==> config.mk <==
export PLATFORM = sky130hd
export DESIGN_NAME = mult_pipe_arbiter_flat
export DESIGN_NICKNAME = d
export VERILOG_FILES = /design/src/rtl/mult_pipe_arb_pkg.sv /design/src/rtl/mult_pipe_arbiter_if.sv /design/src/rtl/mult_pipe_arbiter_res_fifo.sv /design/src/rtl/mult_pipe_arbiter.sv /design/src/flat_wrapper.sv
export SDC_FILE = /design/constraint.sdc
export NUM_CORES = 1
export LEC_CHECK = 0
export CORE_ASPECT_RATIO = 1.5
export CORE_MARGIN = 2
export CORE_UTILIZATION = 30
export CTS_CLUSTER_DIAMETER = 200
export DETAILED_ROUTE_END_ITERATION = 7
export HOLD_SLACK_MARGIN = 0.06
export PLACE_DENSITY_LB_ADDON = 0.3
export RECOVER_POWER = 25
export SYNTH_ARGS = -nofsm -noshare
export SYNTH_HDL_FRONTEND = slang
export SYNTH_SLANG_ARGS = --single-unit
==> constraint.sdc <==
create_clock -name clk -period 3.2 [get_ports clk]
set_input_delay 0.64 -clock clk [delete_from_list [all_inputs] [get_ports clk]]
set_output_delay 0.64 -clock clk [all_outputs]
set_load 0.01 [all_outputs]
==> src/rtl/mult_pipe_arb_pkg.sv <==
// mult_pipe_arb_pkg: shared defaults, issue tag type and requester ids
package mult_pipe_arb_pkg;
  localparam int WIDTH = 4;
  localparam int LATENCY = 4;
  localparam int FIFO_DEPTH = 4;
  localparam logic REQ0 = 1'b0;
  localparam logic REQ1 = 1'b1;
  typedef struct packed {
    logic valid;
    logic id;
  } tag_t;
endpackage

==> src/rtl/mult_pipe_arbiter_if.sv <==
// mult_pipe_arbiter_if: requester, result and multiplier-port bundle
interface mult_pipe_arbiter_if #(parameter int WIDTH = mult_pipe_arb_pkg::WIDTH);
  logic req0_valid, req0_ready, req1_valid, req1_ready;
  logic [WIDTH-1:0] req0_a, req0_b, req1_a, req1_b, mul_a, mul_b;
  logic [2*WIDTH-1:0] mul_p, res0_data, res1_data;
  logic res0_valid, res0_ready, res1_valid, res1_ready, busy;
  modport master (
    output req0_valid, req0_a, req0_b, req1_valid, req1_a, req1_b, res0_ready, res1_ready, mul_p,
    input req0_ready, req1_ready, res0_valid, res0_data, res1_valid, res1_data, mul_a, mul_b, busy
  );
  modport slave (
    input req0_valid, req0_a, req0_b, req1_valid, req1_a, req1_b, res0_ready, res1_ready, mul_p,
    output req0_ready, req1_ready, res0_valid, res0_data, res1_valid, res1_data, mul_a, mul_b, busy
  );
endinterface

==> src/rtl/mult_pipe_arbiter_res_fifo.sv <==
// res_fifo: synchronous show-ahead result FIFO, head reads as zero when empty
module res_fifo #(
  parameter int W = 8,
  parameter int DEPTH = 4
) (
  input  logic         clk,
  input  logic         rst,
  input  logic         push,
  input  logic [W-1:0] din,
  input  logic         pop,
  output logic         valid,
  output logic [W-1:0] dout
);
  localparam int AW = DEPTH > 1 ? $clog2(DEPTH) : 1;
  localparam int CW = $clog2(DEPTH + 1);
  logic [W-1:0] mem [DEPTH];
  logic [AW-1:0] wp, rp;
  logic [CW-1:0] count;
  logic do_pop;
  assign valid = count != '0;
  assign dout = valid ? mem[rp] : '0;
  assign do_pop = pop && valid;
  always_ff @(posedge clk) begin
    if (rst) begin
      wp <= '0;
      rp <= '0;
      count <= '0;
    end else begin
      if (push) wp <= wp == AW'(DEPTH - 1) ? '0 : wp + 1'b1;
      if (do_pop) rp <= rp == AW'(DEPTH - 1) ? '0 : rp + 1'b1;
      count <= count + CW'(push) - CW'(do_pop);
      assert (!(push && !do_pop && count == CW'(DEPTH)));
    end
  end
  always_ff @(posedge clk)
    if (push) mem[wp] <= din;
endmodule

==> src/rtl/mult_pipe_arbiter.sv <==
// mult_pipe_arbiter: two-requester credit-based share of a pipelined multiplier (MULT_PIPE_ARB_FIXED_PRIO_EN selects fixed priority)
module mult_pipe_arbiter #(
  parameter int WIDTH = mult_pipe_arb_pkg::WIDTH,
  parameter int LATENCY = mult_pipe_arb_pkg::LATENCY,
  parameter int FIFO_DEPTH = mult_pipe_arb_pkg::FIFO_DEPTH
) (
  input logic clk,
  input logic rst,
  mult_pipe_arbiter_if.slave bus
);
  import mult_pipe_arb_pkg::*;
  localparam int CW = $clog2(FIFO_DEPTH + 1);
  logic [CW-1:0] cnt0, cnt1;
  logic elig0, elig1, grant0, grant1, grant_any, gid, pop0, pop1, tag_busy;
  tag_t tag [LATENCY];
  tag_t ret;
  logic [2*WIDTH-1:0] ret_data;
  assign elig0 = bus.req0_valid && (cnt0 < CW'(FIFO_DEPTH));
  assign elig1 = bus.req1_valid && (cnt1 < CW'(FIFO_DEPTH));
`ifdef MULT_PIPE_ARB_FIXED_PRIO_EN
  assign grant0 = elig0;
`else
  logic last;
  assign grant0 = elig0 && (!elig1 || last == REQ1);
  always_ff @(posedge clk)
    if (rst) last <= REQ1;
    else if (grant_any) last <= gid;
`endif
  assign grant1 = elig1 && !grant0;
  assign grant_any = grant0 || grant1;
  assign gid = grant1 ? REQ1 : REQ0;
  assign bus.req0_ready = grant0;
  assign bus.req1_ready = grant1;
  assign bus.mul_a = grant0 ? bus.req0_a : grant1 ? bus.req1_a : '0;
  assign bus.mul_b = grant0 ? bus.req0_b : grant1 ? bus.req1_b : '0;
  assign pop0 = bus.res0_valid && bus.res0_ready;
  assign pop1 = bus.res1_valid && bus.res1_ready;
  always_ff @(posedge clk) begin
    if (rst) begin
      for (int i = 0; i < LATENCY; i++) tag[i] <= '0;
      ret <= '0;
      cnt0 <= '0;
      cnt1 <= '0;
    end else begin
      tag[0] <= '{valid: grant_any, id: gid};
      for (int i = 1; i < LATENCY; i++) tag[i] <= tag[i-1];
      ret <= tag[LATENCY-1];
      cnt0 <= cnt0 + CW'(grant0) - CW'(pop0);
      cnt1 <= cnt1 + CW'(grant1) - CW'(pop1);
    end
  end
  always_ff @(posedge clk)
    ret_data <= bus.mul_p;
  always_comb begin
    tag_busy = ret.valid;
    for (int i = 0; i < LATENCY; i++) tag_busy = tag_busy || tag[i].valid;
  end
  assign bus.busy = tag_busy || bus.res0_valid || bus.res1_valid;
  res_fifo #(.W(2 * WIDTH), .DEPTH(FIFO_DEPTH)) u_fifo0 (
    .clk(clk), .rst(rst), .push(ret.valid && ret.id == REQ0), .din(ret_data),
    .pop(bus.res0_ready), .valid(bus.res0_valid), .dout(bus.res0_data)
  );
  res_fifo #(.W(2 * WIDTH), .DEPTH(FIFO_DEPTH)) u_fifo1 (
    .clk(clk), .rst(rst), .push(ret.valid && ret.id == REQ1), .din(ret_data),
    .pop(bus.res1_ready), .valid(bus.res1_valid), .dout(bus.res1_data)
  );
endmodule

==> src/flat_wrapper.sv <==
// flat-port wrapper written by rule: the top's interface ports become plain ports
module mult_pipe_arbiter_flat import mult_pipe_arb_pkg::*;
#(
  parameter int WIDTH = mult_pipe_arb_pkg::WIDTH,
  parameter int LATENCY = mult_pipe_arb_pkg::LATENCY,
  parameter int FIFO_DEPTH = mult_pipe_arb_pkg::FIFO_DEPTH
)
  (clk, rst, bus_req0_valid, bus_req0_a, bus_req0_b, bus_req1_valid, bus_req1_a, bus_req1_b, bus_res0_ready, bus_res1_ready, bus_mul_p, bus_req0_ready, bus_req1_ready, bus_res0_valid, bus_res0_data, bus_res1_valid, bus_res1_data, bus_mul_a, bus_mul_b, bus_busy);
  mult_pipe_arbiter_if #(.WIDTH(WIDTH)) bus_i ();
  input logic clk;
  input logic rst;
  input wire logic [$bits(bus_i.req0_valid)-1:0] bus_req0_valid;
  input wire logic [$bits(bus_i.req0_a)-1:0] bus_req0_a;
  input wire logic [$bits(bus_i.req0_b)-1:0] bus_req0_b;
  input wire logic [$bits(bus_i.req1_valid)-1:0] bus_req1_valid;
  input wire logic [$bits(bus_i.req1_a)-1:0] bus_req1_a;
  input wire logic [$bits(bus_i.req1_b)-1:0] bus_req1_b;
  input wire logic [$bits(bus_i.res0_ready)-1:0] bus_res0_ready;
  input wire logic [$bits(bus_i.res1_ready)-1:0] bus_res1_ready;
  input wire logic [$bits(bus_i.mul_p)-1:0] bus_mul_p;
  output wire logic [$bits(bus_i.req0_ready)-1:0] bus_req0_ready;
  output wire logic [$bits(bus_i.req1_ready)-1:0] bus_req1_ready;
  output wire logic [$bits(bus_i.res0_valid)-1:0] bus_res0_valid;
  output wire logic [$bits(bus_i.res0_data)-1:0] bus_res0_data;
  output wire logic [$bits(bus_i.res1_valid)-1:0] bus_res1_valid;
  output wire logic [$bits(bus_i.res1_data)-1:0] bus_res1_data;
  output wire logic [$bits(bus_i.mul_a)-1:0] bus_mul_a;
  output wire logic [$bits(bus_i.mul_b)-1:0] bus_mul_b;
  output wire logic [$bits(bus_i.busy)-1:0] bus_busy;
  assign bus_i.req0_valid = bus_req0_valid;
  assign bus_i.req0_a = bus_req0_a;
  assign bus_i.req0_b = bus_req0_b;
  assign bus_i.req1_valid = bus_req1_valid;
  assign bus_i.req1_a = bus_req1_a;
  assign bus_i.req1_b = bus_req1_b;
  assign bus_i.res0_ready = bus_res0_ready;
  assign bus_i.res1_ready = bus_res1_ready;
  assign bus_i.mul_p = bus_mul_p;
  assign bus_req0_ready = bus_i.req0_ready;
  assign bus_req1_ready = bus_i.req1_ready;
  assign bus_res0_valid = bus_i.res0_valid;
  assign bus_res0_data = bus_i.res0_data;
  assign bus_res1_valid = bus_i.res1_valid;
  assign bus_res1_data = bus_i.res1_data;
  assign bus_mul_a = bus_i.mul_a;
  assign bus_mul_b = bus_i.mul_b;
  assign bus_busy = bus_i.busy;
  mult_pipe_arbiter #(.WIDTH(WIDTH), .LATENCY(LATENCY), .FIFO_DEPTH(FIFO_DEPTH)) u_core (.clk(clk), .rst(rst), .bus(bus_i));
endmodule
==> results.yml, run 1 <==
cells_and_area:
  fin_nets: 390
  antenna_cells: 0
  final_util_pct: 37.9
  fin_area_sq_um: 5280
  syn_to_final_growth_pct: 24.2
  drive_gt1_share_pct: 11.2
  multi_input_area_sq_um: 1350
  seq_area_sq_um: 2780
  fin_cells: 512
  fillerInstances: 1318
setup_path:
  end_kind: "output pin"
  worstSetupPathType: "in2out"
  cp.arrival_ns: 2.35
  cp.required_ns: 2.56
  cp-start-kind: "input pin"
  cp_max_fo: 9
logic_synthesis:
  yosysWarnings: 0
  syn-cell-area_sq_um: 4250
  synth_common_cells: "edfxtp_1 (64), dfxtp_1 (43), nor2b_1 (30)"
  synth-seq-cells: 107
  syn_nets: 325
  synth_cell_type_count: 32
  synthMostInstantiatedCell: "edfxtp_1"
  synth_cells: 277
  ys_top_cells_by_area: "edfxtp_1 (45%), dfxtp_1 (20%), mux4_2 (8.5%)"
  yosysSeqAreaShare_pct: 65.5
  ys.flop_type: "edfxtp_1"
  ys_async_sr_fraction_pct: 0
  synth.largest_area_cell: "edfxtp_1"
  netlist.area_leader.share_pct: 45.2
  syn_area_per_cell_sq_um: 15.3
  synth_edf_count: 64
clocking:
  htree_levels: 3
  cts_sinks: 107
  clk_latency_ns: 0.34
  numCtsBuffers: 9
  cts_tree: "built"
  ctsRootBufferMaster: "clkbuf_16"
  cts_hold_buf: 0
  cts_resized: 0
  cts_setup_buffers: 0
  path_clk_slew_ns: 0.06
  clock_path_buffers: 2
placement:
  io_buffers: 58
  dp_cells: 496
  place_area_sq_um: 5010
  dp_hpwl_mm: 5.45
  pre_cts_ws_ns: 0.221
  finalWeightedCongestion: 0.723
power_and_ir_drop:
  ir_drop_mv: 0.259
  leakagePower_nw: 1.87
  power_density_nw_per_um2: 714
die:
  core-area_sq_um: 13900
  die_w_um: 101
  start_util_pct: 30.5
  ios: 59
  rows: 53
  die_h_um: 150
  dieArea_sq_um: 15100
sta:
  rsz0062_at_grt: "no"
  timing.slew.headroom_pct: 62.5
  fin_skew_ns: 0.00693
  final.setup.tns_ns: 0
  max_freq_mhz: 334
  fin_ws_ns: 0.210
  worst_slew_pin_slew_ns: 0.561
  hold_viol: 0
  setup_viol_count_final: 0
  final-max-slew-violation-count: 0
  min_period_ns: 2.99
  fin_crit_sh_pct: 93.4
route:
  vias_per_cell: 4.51
  wl_mm: 7.80
  drt_pass1_iterations: 4
  wire_per_inst_um: 15.2
  drt_iter0_drc: 76
  vias: 2310
  drc: 0
  ant_nets: 0
flow_run:
  maxCapViolCount: 0
status:
  status: "finished clean"
global_route:
  grt_usage_pct: 11.1
  grt_overflow_total: 0
  grt_pass1_wl_mm: 12.5
  antenna_found_initial: 0
  grt_pass1_vias: 2501
  grt_max_degree: 26
min_path:
  min_path_type: "reg2reg"
==> routing by layer <==
layer / routed length (um) / share of wire [%] / GRT usage (%) / up-vias
li1: - / - / - / 1124
met1: 3140 / 40 / 12.1 / 1119
met2: 4160 / 53 / 20.1 / 59
met3: 382 / 4.9 / 3.13 / 8
met4: 112 / 1.4 / 4.05 / 0
met5: 0 / 0 / 0 / -
==> cell type report <==
class | instances | area share, %
tap | 165 | 3.91
multi-input combinational | 147 | 25.5
clock inverter | 5 | 0.569
sequential | 107 | 52.7
timing repair buffer | 65 | 12.0
clock buffer | 11 | 4.41
inverter | 12 | 0.854
==> worst paths after layout <==
check / slack, ns / from / to / depth (start not counted)
min reg2reg: 0.44 / u_core.tag[0][0]$_SDFF_PP0_ / u_core.tag[1][0]$_SDFF_PP0_ / 1
max: 0.21 / bus_req1_valid / bus_mul_b[2] / 6
max reg2reg: 1.10 / u_core.ret[1]$_SDFF_PP0_ / u_core.u_fifo0.count[2]$_SDFF_PP0_ / 7
min: 0.44 / u_core.tag[0][0]$_SDFF_PP0_ / u_core.tag[1][0]$_SDFF_PP0_ / 1
==> where the power goes <==
group | total, mW | switching, mW | internal (mW)
combinational | 1.08 | 0.446 | 0.630
clock | 0.993 | 0.469 | 0.525
sequential | 1.70 | 0.142 | 1.56
total | 3.77 | 1.06 | 2.71
==> metrics by stage <==
step                hold slack [ns]  power (mW)
floorplan                     0.414        2.34
detailed placement            0.427        2.83
CTS                           0.448        3.83
global placement              0.423        2.81
finish                        0.440        3.77
global route                  0.465        4.00
==> kinds of logic (layout without fill, tap and decap cells) <==
family / after synthesis / in the layout / share of synthesized area (%)
xor gates and xnor gates: 7 / 7 / 1.44
muxes: 23 / 23 / 10.1
buffers and inverters: 23 / 93 / 2.80
and+or+nand+nor: 81 / 81 / 10.4
DFF: 107 / 107 / 65.5
AOI/OAI and AO/OA: 18 / 18 / 3.71
adders and majority gates: 18 / 18 / 6.01
==> cells in the final DEF, fill, tap and decap left out, types with 6 or more instances in the layout <==
| cell | count |
|---|---|
| dfxtp_1 | 43 |
| inv_1 | 12 |
| ha_1 | 14 |
| mux4_2 | 16 |
| mux2i_1 | 7 |
| clkdlybuf4s50_1 | 58 |
| clkbuf_16 | 9 |
| buf_4 | 7 |
| nor2b_1 | 30 |
| nor2_1 | 23 |
| a22o_1 | 8 |
| and2_1 | 7 |
| edfxtp_1 | 64 |
| a21oi_1 | 6 |
==> sequential cells by signal, indices dropped and copies added (netlist names), named ones only <==
| register | flops |
|---|---|
| u_core.u_fifo0.mem | 32 |
| u_core.u_fifo1.mem | 32 |
| u_core.ret_data | 8 |
| u_core.tag | 8 |
| u_core.cnt0 | 3 |
| u_core.cnt1 | 3 |
| u_core.u_fifo0.count | 3 |
| u_core.u_fifo1.count | 3 |
| u_core.ret | 2 |
| u_core.u_fifo0.rp | 2 |
| u_core.u_fifo0.wp | 2 |
| u_core.u_fifo1.rp | 2 |
| u_core.u_fifo1.wp | 2 |
| u_core.last | 1 |
==> worst max-delay path, stage by stage <==
cell,delay [ns]
clkdlybuf4s50_1,0.49
nor3b_1,0.28
nor2_1,0.10
buf_4,0.17
a22o_1,0.18
clkdlybuf4s50_1,0.49
Note: power is estimated with default switching activity, not from simulation.
==> run 2, diff against run 1 <==
--- a/config.mk
+++ b/config.mk
@@ -13,6 +13,7 @@
 export HOLD_SLACK_MARGIN = 0.06
 export PLACE_DENSITY_LB_ADDON = 0.3
 export RECOVER_POWER = 25
+export REMOVE_ABC_BUFFERS = 1
 export SYNTH_ARGS = -nofsm -noshare
 export SYNTH_HDL_FRONTEND = slang
 export SYNTH_SLANG_ARGS = --single-unit
==> run 2 against run 1 <==
  * Flip-flop and latch count unchanged
  * Non-clock buffer count shrank 1
  * Critical path depth stayed put
  * Die area is the same
  * Clock-buffer cell count did not move
  * Sequential power about the same
  * Clock power up 7%
  * First-iteration DRC count grew 37%
  * Fmax is 2.0% higher
==> results.yml, run 2 (synthesis gave the netlist of run 1 again) <==
status:
  status: "finished clean"
sta:
  max_freq_mhz: 341
  fin_crit_sh_pct: 91.6
  timing.slew.headroom_pct: 49.3
  final.setup.tns_ns: 0
  min_period_ns: 2.93
  rsz0062_at_grt: "no"
  setup_viol_count_final: 0
  worst_slew_pin_slew_ns: 0.759
  hold_viol: 0
  fin_skew_ns: 0.00596
  final-max-slew-violation-count: 0
placement:
  io_buffers: 58
  dp_hpwl_mm: 5.51
  finalWeightedCongestion: 0.772
route:
  drt_pass1_iterations: 4
  drt_iter0_drc: 104
  wire_per_inst_um: 15.2
  drc: 0
  vias: 2316
  wl_mm: 7.77
  ant_nets: 0
  vias_per_cell: 4.53
setup_path:
  cp.required_ns: 2.56
  worstSetupPathType: "in2out"
  cp.arrival_ns: 2.29
  end_kind: "output pin"
  cp_max_fo: 11
  crit_chain: "clkdlybuf4s50_1 -> nor3b_1 -> nor2_1 -> buf_4 -> a22o_1 -> clkdlybuf4s50_1"
  max_stage_delay_ns: 0.48
  cp-start-kind: "input pin"
  slowest_stage: "clkdlybuf4s50_1"
  crit_path_frequent_cell: "clkdlybuf4s50_1"
global_route:
  use_met1_pct: 11.3
  grt_pass1_wl_mm: 12.7
  busiest_layer: "met2"
  grt_util_met2_pct: 21.3
  grt_usage_pct: 11.3
  grt_max_degree: 21
  antenna_found_initial: 0
  gr-usage-met3_pct: 3.74
  grt_overflow_total: 0
  grt_pass1_vias: 2524
clocking:
  clock_path_buffers: 2
  path_clk_slew_ns: 0.07
  cts_setup_buffers: 0
  ctsRootBufferMaster: "clkbuf_16"
  clk_latency_ns: 0.34
  cts_tree: "built"
  cts_hold_buf: 0
  numCtsBuffers: 9
  htree_levels: 3
  cts_resized: 0
  cts_sinks: 107
die:
  dieArea_sq_um: 15100
  ios: 59
  die_w_um: 101
  start_util_pct: 30.5
  core-area_sq_um: 13900
  die_h_um: 150
  rows: 53
cells_and_area:
  syn_to_final_growth_pct: 24.7
  largestRegisters: "u_core.u_fifo0.mem: 32 flops, u_core.u_fifo1.mem: 32 flops"
  antenna_cells: 0
  final_util_pct: 38.0
  fin_nets: 389
  fillerInstances: 1313
  drive_gt1_share_pct: 11.8
  multi_input_area_sq_um: 1350
  seq_area_sq_um: 2780
  final_cell_mix: "edfxtp_1 (64), clkdlybuf4s50_1 (58), dfxtp_1 (43)"
  layout_commonest_cell: "edfxtp_1"
power_and_ir_drop:
  p_sw_share_pct: 28.4
  p_clk_share_pct: 27.7
  ir_drop_mv: 0.275
  pwr-share-seq_pct: 44.3
  p_int_mw: 2.75
  p_sw_mw: 1.09
  power_density_nw_per_um2: 724
  leakagePower_nw: 1.88
  combinationalPowerShare_pct: 28.0
flow_run:
  maxCapViolCount: 0
min_path:
  min_path_type: "reg2reg"
[run 2: per-stage QoR]
| stage | setup slack, ns | std cells | instance area, sq um | hold slack [ns] | power, mW |
|---|---|---|---|---|---|
| 2_1_floorplan | 0.619 | 266 | 4170 | 0.414 | 2.30 |
| 3_3_place_gp | 0.296 | 495 | 5010 | 0.424 | 2.80 |
| 3_5_place_dp | 0.266 | 495 | 5010 | 0.429 | 2.82 |
| 4_1_cts | 0.247 | 511 | 5300 | 0.450 | 3.90 |
| 5_1_grt | 0.113 | 511 | 5300 | 0.467 | 4.07 |
| 6_report | 0.269 | 511 | 5300 | 0.442 | 3.83 |
[run 2: worst max-delay path, delay by kind of cell]
| kind | cells | cell delay, ns |
|---|---|---|
| AO/OA/AOI/OAI | 1 | 0.18 |
| buffers and inverters | 3 | 1.13 |
| AND/OR/NAND/NOR | 2 | 0.33 |
[run 2: cell type report]
cell class                      count  share of cell area, %
Tap cell                          165                   3.90
Sequential cell                   107                   52.6
Timing Repair Buffer               64                   11.8
Clock inverter                      5                  0.874
Multi-Input combinational cell    147                   25.4
Clock buffer                       11                   4.58
Inverter                           12                  0.851
[run 2: path summary, 6_finish.rpt]
kind                            cells after the start  slack, ns                         from                          end
worst max register to register                     10       1.07    u_core.cnt1[2]$_SDFF_PP0_    u_core.cnt0[2]$_SDFF_PP0_
worst min register to register                      1       0.44  u_core.tag[0][0]$_SDFF_PP0_  u_core.tag[1][0]$_SDFF_PP0_
worst max-delay path                                6       0.27               bus_req1_valid                 bus_mul_a[3]
worst min-delay path                                1       0.44  u_core.tag[0][0]$_SDFF_PP0_  u_core.tag[1][0]$_SDFF_PP0_
[run 2: power groups by stage]
| stage | logic, mW | registers, mW | clock network, mW |
|---|---|---|---|
| 4_1_cts | 1.10 | 1.71 | 1.09 |
| 2_1_floorplan | 0.608 | 1.70 | 0 |
| 5_1_grt | 1.20 | 1.72 | 1.15 |
| 6_report | 1.07 | 1.70 | 1.06 |
| 3_3_place_gp | 1.07 | 1.73 | 0 |
| 3_5_place_dp | 1.09 | 1.74 | 0 |
[run 2: metal layers]
| metal | wire length, um | up-vias | part of all wire, % |
|---|---|---|---|
| li1 | - | 1121 | - |
| met1 | 2900 | 1123 | 37 |
| met2 | 4300 | 63 | 55 |
| met3 | 465 | 9 | 6.0 |
| met4 | 108 | 0 | 1.4 |
| met5 | 0 | - | 0 |
